File: config.mk
export PLATFORM = sky130hd
export DESIGN_NAME = control_sequencer
export DESIGN_NICKNAME = d
export VERILOG_FILES = /design/src/rtl/cpu_pkg.sv /design/src/rtl/instr_decode.sv /design/src/rtl/control_sequencer.sv
export SDC_FILE = /design/constraint.sdc
export NUM_CORES = 1
export LEC_CHECK = 0
export CORE_MARGIN = 5
export CORE_UTILIZATION = 44
export CTS_CLUSTER_SIZE = 20
export DETAILED_ROUTE_END_ITERATION = 10
export PLACE_DENSITY = 0.84
export SETUP_SLACK_MARGIN = 0.15
export SYNTH_ARGS = -nofsm -noshare
export SYNTH_HDL_FRONTEND = slang
export SYNTH_SLANG_ARGS = --single-unit
File: constraint.sdc
create_clock -name clock -period 3.4 [get_ports clock]
set_clock_uncertainty 0.1 [all_clocks]
set_input_delay 0.34 -clock clock [delete_from_list [all_inputs] [get_ports clock]]
set_output_delay 0.34 -clock clock [all_outputs]
set_load 0.02 [all_outputs]
File: src/rtl/cpu_pkg.sv
// Shared types and constants for the control sequencer: state encoding,
// bus source selects, opcode classes and the registered control word.
package cpu_pkg;

    typedef enum logic [2:0] {
        ST_IDLE = 3'd0,
        ST_T0   = 3'd1,
        ST_T1   = 3'd2,
        ST_T2   = 3'd3,
        ST_T3   = 3'd4,
        ST_T4   = 3'd5,
        ST_T5   = 3'd6,
        ST_T6   = 3'd7
    } state_t;

    typedef enum logic [1:0] {
        CLS_ALU     = 2'd0,
        CLS_MULDIV  = 2'd1,
        CLS_ILLEGAL = 2'd2
    } op_class_t;

    localparam logic [4:0] SRC_HI  = 5'b10000;
    localparam logic [4:0] SRC_LO  = 5'b10001;
    localparam logic [4:0] SRC_ZHI = 5'b10010;
    localparam logic [4:0] SRC_ZLO = 5'b10011;
    localparam logic [4:0] SRC_PC  = 5'b10100;
    localparam logic [4:0] SRC_MDR = 5'b10101;

    localparam logic [4:0] OP_ALU_LAST = 5'h0B;
    localparam logic [4:0] OP_MUL      = 5'h0F;
    localparam logic [4:0] OP_DIV      = 5'h10;

    localparam logic [3:0] ALU_MUL = 4'b1111;
    localparam logic [3:0] ALU_DIV = 4'b1110;

    typedef struct packed {
        op_class_t  cls;
        logic [3:0] ra;
        logic [3:0] rb;
        logic [3:0] rc;
        logic [3:0] alu_op;
    } decode_t;

    typedef struct packed {
        logic [4:0] bus_sel;
        logic [3:0] gp_addr;
        logic [3:0] alu_op;
        logic       e_pc;
        logic       e_ir;
        logic       e_y;
        logic       e_z;
        logic       e_hi;
        logic       e_lo;
        logic       e_mdr;
        logic       e_mar;
        logic       e_gp;
        logic       inc_pc;
        logic       mdr_read;
        logic       done;
        logic       illegal;
        logic       mem_fault;
    } ctrl_t;

    // General-purpose registers occupy bus selects 0-15.
    function automatic logic [4:0] gp_src(input logic [3:0] r);
        return {1'b0, r};
    endfunction

endpackage

File: src/rtl/instr_decode.sv
// Combinational instruction decoder: IR to opcode class, register fields and ALU op.
module instr_decode
    import cpu_pkg::*;
(
    input  logic [31:0] ir,
    output decode_t     dec_c
);

    logic [4:0] opcode;
    logic       unused_ir_low;

    assign opcode        = ir[31:27];
    assign unused_ir_low = ^ir[14:0];

    always_comb begin
        dec_c        = '0;
        dec_c.cls    = CLS_ILLEGAL;
        dec_c.ra     = ir[26:23];
        dec_c.rb     = ir[22:19];
        dec_c.rc     = ir[18:15];
        if (opcode <= OP_ALU_LAST) begin
            dec_c.cls    = CLS_ALU;
            dec_c.alu_op = opcode[3:0];
        end else if (opcode == OP_MUL) begin
            dec_c.cls    = CLS_MULDIV;
            dec_c.alu_op = ALU_MUL;
        end else if (opcode == OP_DIV) begin
            dec_c.cls    = CLS_MULDIV;
            dec_c.alu_op = ALU_DIV;
        end
    end

endmodule

File: src/rtl/control_sequencer.sv
// Multi-cycle fetch/execute control sequencer. Control outputs are registered
// and reflect the state entered at each clock edge.
module control_sequencer
    import cpu_pkg::*;
#(
    parameter int unsigned MEM_TIMEOUT = 15
) (
    input  logic        clock,
    input  logic        clear,
    input  logic        run,
    input  logic [31:0] IR,
    input  logic        mem_ready,
    output logic [4:0]  BusDataSelect,
    output logic [3:0]  GP_addr,
    output logic        e_PC,
    output logic        e_IR,
    output logic        e_Y,
    output logic        e_Z,
    output logic        e_HI,
    output logic        e_LO,
    output logic        e_MDR,
    output logic        e_MAR,
    output logic        e_GP,
    output logic        incPC,
    output logic        MDR_read,
    output logic [3:0]  ALU_op,
    output logic        done,
    output logic        illegal,
    output logic        mem_fault
);

    localparam int unsigned WAIT_W = (MEM_TIMEOUT > 1) ? $clog2(MEM_TIMEOUT) : 1;

    state_t            state;
    state_t            state_nxt_c;
    logic [WAIT_W-1:0] wait_cnt;
    ctrl_t             ctrl_q;
    decode_t           dec_c;

    instr_decode u_decode (
        .ir    (IR),
        .dec_c (dec_c)
    );

    // Control word for the state being entered.
    function automatic ctrl_t ctrl_for(input state_t s, input decode_t d,
                                       input logic first_t1, input logic fault);
        ctrl_t c;
        c = '0;
        case (s)
            ST_IDLE: c.mem_fault = fault;
            ST_T0: begin
                c.bus_sel = SRC_PC;
                c.e_mar   = 1'b1;
                c.inc_pc  = 1'b1;
                c.e_z     = 1'b1;
            end
            ST_T1: begin
                c.bus_sel  = SRC_ZLO;
                c.e_pc     = first_t1;
                c.mdr_read = 1'b1;
                c.e_mdr    = 1'b1;
            end
            ST_T2: begin
                c.bus_sel = SRC_MDR;
                c.e_ir    = 1'b1;
            end
            ST_T3: begin
                if (d.cls == CLS_ILLEGAL) begin
                    c.illegal = 1'b1;
                end else begin
                    c.bus_sel = gp_src(d.rb);
                    c.e_y     = 1'b1;
                end
            end
            ST_T4: begin
                c.bus_sel = gp_src(d.rc);
                c.alu_op  = d.alu_op;
                c.e_z     = 1'b1;
            end
            ST_T5: begin
                c.bus_sel = SRC_ZLO;
                if (d.cls == CLS_ALU) begin
                    c.gp_addr = d.ra;
                    c.e_gp    = 1'b1;
                    c.done    = 1'b1;
                end else begin
                    c.e_lo = 1'b1;
                end
            end
            ST_T6: begin
                c.bus_sel = SRC_ZHI;
                c.e_hi    = 1'b1;
                c.done    = 1'b1;
            end
            default: c = '0;
        endcase
        return c;
    endfunction

    always_comb begin
        state_nxt_c = state;
        case (state)
            ST_IDLE: state_nxt_c = run ? ST_T0 : ST_IDLE;
            ST_T0:   state_nxt_c = ST_T1;
            ST_T1: begin
                if (mem_ready)
                    state_nxt_c = ST_T2;
                else if (wait_cnt == WAIT_W'(MEM_TIMEOUT - 1))
                    state_nxt_c = ST_IDLE;
            end
            ST_T2:   state_nxt_c = ST_T3;
            ST_T3:   state_nxt_c = (dec_c.cls == CLS_ILLEGAL) ? (run ? ST_T0 : ST_IDLE) : ST_T4;
            ST_T4:   state_nxt_c = ST_T5;
            ST_T5:   state_nxt_c = (dec_c.cls == CLS_ALU) ? (run ? ST_T0 : ST_IDLE) : ST_T6;
            ST_T6:   state_nxt_c = run ? ST_T0 : ST_IDLE;
            default: state_nxt_c = ST_IDLE;
        endcase
    end

    // Wait counter only survives T1-to-T1; any other transition zeroes it.
    always_ff @(posedge clock) begin
        if (!clear) begin
            state    <= ST_IDLE;
            wait_cnt <= '0;
            ctrl_q   <= '0;
        end else begin
            state    <= state_nxt_c;
            wait_cnt <= (state == ST_T1 && state_nxt_c == ST_T1) ? wait_cnt + WAIT_W'(1) : '0;
            ctrl_q   <= ctrl_for(state_nxt_c, dec_c, state == ST_T0,
                                 state == ST_T1 && state_nxt_c == ST_IDLE);
        end
    end

    assign BusDataSelect = ctrl_q.bus_sel;
    assign GP_addr       = ctrl_q.gp_addr;
    assign ALU_op        = ctrl_q.alu_op;
    assign e_PC          = ctrl_q.e_pc;
    assign e_IR          = ctrl_q.e_ir;
    assign e_Y           = ctrl_q.e_y;
    assign e_Z           = ctrl_q.e_z;
    assign e_HI          = ctrl_q.e_hi;
    assign e_LO          = ctrl_q.e_lo;
    assign e_MDR         = ctrl_q.e_mdr;
    assign e_MAR         = ctrl_q.e_mar;
    assign e_GP          = ctrl_q.e_gp;
    assign incPC         = ctrl_q.inc_pc;
    assign MDR_read      = ctrl_q.mdr_read;
    assign done          = ctrl_q.done;
    assign illegal       = ctrl_q.illegal;
    assign mem_fault     = ctrl_q.mem_fault;

endmodule

### Word level (Yosys, flattened, before mapping)

Index checks and enable logic that the tools add are counted.

| word-level totals | value |
|---|---|
| bits in latches | 0 |
| RAM bits | 0 |
| input bits | 36 |
| memories | 0 |
| output and inout port bits | 27 |
| memory bits (read-only) | 0 |
| logic and storage cells | 76 |
| register bits | 32 |

| cells by class | value |
|---|---|
| magnitude comparators | 1 |
| bitwise operators | 0 |
| shifts and indexed selects | 0 |
| div/mod/pow operators | 0 |
| equal/unequal tests | 18 |
| $add $sub $neg | 1 |
| muxes and demuxes | 24 |
| multipliers | 0 |
| reduce and logical (&&, ||, !) cells | 15 |

Operators by type and width:

| kind | number |
|---|---|
| $pmux W5 S6 | 1 |
| $eq A3 B3 Y1 const B | 8 |
| $pmux W3 S7 | 1 |
| $mux W4 | 4 |
| $eq A3 B2 Y1 const B | 4 |
| $mux W3 | 4 |
| $reduce_and A2 Y1 | 6 |
| $mux W1 | 10 |
| $eq A3 B1 Y1 const B | 2 |
| $logic_not A3 Y1 | 2 |
| $mux W2 | 3 |
| $reduce_or A2 Y1 | 3 |
| $eq A5 B4 Y1 const B | 1 |
| $eq A5 B5 Y1 const B | 1 |
| $le A5 B4 Y1 const B | 1 |
| $add A4 B1 Y4 const B | 1 |
| $eq A4 B4 Y1 const B | 1 |
| $reduce_and A3 Y1 | 1 |
| $eq A2 B2 Y1 const B | 1 |
| $logic_and A1 B1 Y1 | 2 |
| $logic_not A2 Y1 | 1 |
| $pmux W1 S2 | 1 |

### Logic depth before layout (Yosys ltp)

| logic depth | value |
|---|---|
| word-level depth | 10 |
| depth in mapped cells | 7 |
| gate-level depth less buffers | 7 |

### Cells and area by module

Synthesis repeated with hierarchy kept, for this count alone.

| second synthesis, totals | value |
|---|---|
| cell total of the unflattened synthesis | 155 |
| area total of the unflattened synthesis | 1496.4 µm² |

By module, submodules not included:

| module | instances | area an instance (µm²) | seq. area each (µm²) | cells an instance |
|---|---|---|---|---|
| control_sequencer | 1 | 1291.2 | 640.6 | 126 |
| instr_decode | 1 | 205.2 | 0.0 | 29 |

### Worst setup path after synthesis

OpenSTA, ideal clock, no wires.

| timing | value |
|---|---|
| kind | input -> register |
| start point | input IR[30] |
| end point | register ctrl_q (netlist bit BusDataSelect[0]) |
| stages on the path | 7 |
| arrival time | 1.959 ns |
| path buffers | 2 |
| required time | 3.214 ns |
| setup time | 0.086 ns |
| setup slack | 1.255 ns |
| cells stage by stage | buf_2 > a21oi_2 > or4_1 > buf_2 > a21bo_1 > o221a_4 > a221oi_2 |

| between the ends | value |
|---|---|
| longest elaborated chain between the ends | 10 |
| elaborated cells between the ends (all ways) | 21 |
| those cells by class | 1 x order compare; 10 x eq/ne; 8 x mux; 2 x reduce/logical |

Ends and longest elaborated chain:

| item | RTL line | text |
|---|---|---|
| start, declared | control_sequencer.sv:11 | `input logic [31:0] IR,` |
| $eq A5 B5 Y1 | instr_decode.sv:27 | `end else if (opcode == OP_DIV) begin` |
| $mux W2 | instr_decode.sv:27 |  |
| $mux W2 | instr_decode.sv:24 | `end else if (opcode == OP_MUL) begin` |
| $mux W2 * | instr_decode.sv:21 | `if (opcode <= OP_ALU_LAST) begin` |
| $eq A2 B2 Y1 / $logic_not A2 Y1 (equally long branches) | control_sequencer.sv:69, control_sequencer.sv:113, control_sequencer.sv:115 |  |
| $mux W3 (on tied branches) | control_sequencer.sv:113, control_sequencer.sv:115 |  |
| $pmux W3 S7 | control_sequencer.sv:103 | `case (state)` |
| $eq A3 B2 Y1 / $eq A3 B3 Y1 (equally long branches) | control_sequencer.sv:50 | `case (s)` |
| $reduce_or A2 Y1 (no line) | - |  |
| $pmux W5 S6 * | control_sequencer.sv:50 |  |
| end signal, assigned | control_sequencer.sv:130 | `ctrl_q <= ctrl_for(state_nxt_c, dec_c, state == ST_T0,` |
| end, declared | control_sequencer.sv:37 | `ctrl_t ctrl_q;` |

Every way passes the cells marked *; elsewhere a longest branch is shown, timed or not.
A chain may end at the register's enable or synchronous reset.

### Final worst setup path

| timing | value |
|---|---|
| start point | input IR[31] |
| end point | register ctrl_q (netlist bit BusDataSelect[0]) |

Same word-level chain as after synthesis.

==> flow_metrics.env <==
export IMPL_status="finished clean"
export IMPL_async_flop_share_pct=0
export IMPL_critPathSlowestCell="clkdlybuf4s50_1"
export IMPL_ys_ff_latch=32
export IMPL_drive_gt1_share_pct=8.76
export IMPL_fin_crit_sh_pct=74.2
export IMPL_clk_pin_slew_ps=110
export IMPL_multi_input_area_sq_um=692
export IMPL_io_buffers=47
export IMPL_grt_max_degree=14
export IMPL_post_cts_setup_buffers=0
export IMPL_dp_cells=230
export IMPL_chipHeight_um=66.2
export IMPL_drv_slew=0
export IMPL_synth_nets=185
export IMPL_finalSetupViolations=0
export IMPL_diodes=0
export IMPL_place_hpwl_um=2660
export IMPL_dieArea_sq_mm=0.00439
export IMPL_yosys_warnings=0
export IMPL_synth_distinct_cells=46
export IMPL_yosys_area_top_type="dfxtp_1"
export IMPL_h_tree_depth=2
export IMPL_synth_main_ff_cell="dfxtp_1"
export IMPL_hold_viol=0
export IMPL_numClockSinks=32
export IMPL_layout_commonest_cell="clkdlybuf4s50_1"
export IMPL_peakVddDrop_v=0.000301
export IMPL_critPathMaxFanout=8
export IMPL_synth_area_top_cells="dfxtp_1 (46%), a221oi_2 (4.3%), nor2_1 (4.0%)"
export IMPL_final_min_clock_period_ps=2520
export IMPL_postCtsHoldBufs=0
export IMPL_maxSlewHeadroom_pct=57.0
export IMPL_grt_pass1_vias=1298
export IMPL_gp_congestion=0.874
export IMPL_nNetsFinal=231
export IMPL_synth_area_per_cell_sq_um=9.46
export IMPL_finalWirelength_um=3490
export IMPL_die_w_um=66.2
export IMPL_drtIter0Drc=45
export IMPL_yosysSeqAreaShare_pct=46.0
export IMPL_whs_ps=372
export IMPL_setup_tns_final_ps=0
export IMPL_cp_num_buf_inv=1
export IMPL_hold_path_class="flip-flop to flip-flop"
export IMPL_layout_common_cells="clkdlybuf4s50_1 (47), dfxtp_1 (32), nor2_1 (15)"
export IMPL_worstPathCellList="clkdlybuf4s50_1 -> and3b_1 -> or4_1 -> a21bo_1 -> o221a_4 -> a221oi_2"
export IMPL_rsz0062_at_grt="no"
export IMPL_cts_resized=0
export IMPL_p_leak_nw=0.741
export IMPL_startpoint_type="input port"
export IMPL_grt_pass1_wl_um=5770
export IMPL_core_sq_mm=0.00305
export IMPL_critPathMaxStageDelay_ps=620
export IMPL_vias=1292
export IMPL_rows=20
export IMPL_critical_path_top_delay_family="compound AO/OA/AOI/OAI gates"
export IMPL_ios=63
export IMPL_fin_util_pct=64.0
export IMPL_cts_buffers=5
export IMPL_grtUsageTotal_pct=17.3
export IMPL_crit_type="input port to flip-flop"
export IMPL_netlist_area_sq_mm=0.00139
export IMPL_gr_total_overflow=0
export IMPL_synth_edf_count=0
export IMPL_initial_core_util_pct=45.6
export IMPL_fmax_mhz=396
export IMPL_antenna_found_initial=0
export IMPL_drc=0
export IMPL_antenna_left=0
export IMPL_area_delta_synth_final_pct=40.4
export IMPL_p_per_area_mw_per_mm2=434
export IMPL_netlist_area_leader_share_pct=46.0
export IMPL_tightest_slew_ps=640
export IMPL_required_ps=3560
export IMPL_critPathCaptureType="flip-flop"
export IMPL_firstDrtPassIters=4
export IMPL_avgRoutedWirePerCell_um=14.7
export IMPL_clock_latency_ps=350
export IMPL_cts_root_buf="clkbuf_4"
export IMPL_seq_area_sq_um=641
export IMPL_cts_max_path_buffers=2
export IMPL_post_drt_via_cell_ratio=5.43
export IMPL_cap_viol_max_count=0
export IMPL_syn_inst=147
export IMPL_arrival_ps=2690
export IMPL_cts_tree="done"
export IMPL_nFillCells=271
export IMPL_final_cells=238
-- path summary, 6_finish.rpt --
| path | from | to | slack (ps) | cells past startpoint |
|---|---|---|---|---|
| worst min register to register | wait_cnt[0] | wait_cnt[0] | 370 | 1 |
| worst max-delay path | IR[31] | BusDataSelect[0] | 880 | 6 |
| worst max register to register | state[2] | BusDataSelect[0] | 880 | 5 |
| worst min-delay path | wait_cnt[0] | wait_cnt[0] | 370 | 1 |
-- synthesized netlist by cell type (2+ instances only) --
| master | instances |
|---|---|
| a21oi_1 | 7 |
| buf_4 | 2 |
| nand2_1 | 8 |
| ha_1 | 2 |
| nor2_1 | 15 |
| nor4_1 | 2 |
| inv_1 | 5 |
| nand4_1 | 4 |
| nand2b_1 | 6 |
| nor3b_1 | 2 |
| buf_2 | 2 |
| and2_1 | 4 |
| o21a_1 | 2 |
| clkbuf_1 | 4 |
| and3_1 | 2 |
| nand3_1 | 6 |
| dfxtp_1 | 32 |
| and4_1 | 3 |
| a221oi_2 | 4 |
| o21ai_0 | 3 |
| o311a_1 | 2 |
| nor3_1 | 6 |
-- area by class of cell --
| type | instances | area share (%) |
|---|---|---|
| Tap cell | 44 | 2.82 |
| Timing Repair Buffer | 47 | 24.1 |
| Clock buffer | 6 | 2.11 |
| Clock inverter | 2 | 1.79 |
| Sequential cell | 32 | 32.8 |
| Multi-Input combinational cell | 102 | 35.4 |
| Inverter | 5 | 0.961 |
-- kinds of logic after synthesis --
| kind of cell | share of synthesized area [%] |
|---|---|
| adder cells (fa/ha/maj) | 1.80 |
| AO/OA/AOI/OAI | 21.0 |
| multiplexers | 0.719 |
| AND/OR/NAND/NOR | 24.9 |
| flip-flops | 46.0 |
| buffers and inverters | 4.23 |
| XOR/XNOR | 1.26 |
-- state kept, by name (all words and copies together), names as in the netlist, 3 cells and up --
name,flops
wait_cnt,4
state,3
ALU_op,4
BusDataSelect,5
GP_addr,4
-- through the flow --
stage | worst slack, ps | power [W] | instance area [sq um]
final | 876 | 0.000847 | 1950
after global routing | 673 | 0.000882 | 1950
after CTS | 893 | 0.000846 | 1950
after detailed placement | 541 | 0.000568 | 1880
after global placement | 601 | 0.000564 | 1880
after floorplan | 1250 | 0.000503 | 1390
-- routing by layer --
metal | track usage [%] | vias to the layer above | part of all wire, %
met5 | 0 | - | 0
met4 | 9.14 | 0 | 3.6
met3 | 7.31 | 15 | 9.4
met2 | 29.0 | 64 | 48
met1 | 18.3 | 591 | 38
li1 | - | 622 | -
-- where the power goes --
group	switching (W)	internal, W	total [W]
sequential	0.0000104	0.000387	0.000398
clock	0.000131	0.000154	0.000285
combinational	0.0000891	0.0000751	0.000164
total	0.000231	0.000616	0.000847
(Power assumes the default switching activity.)
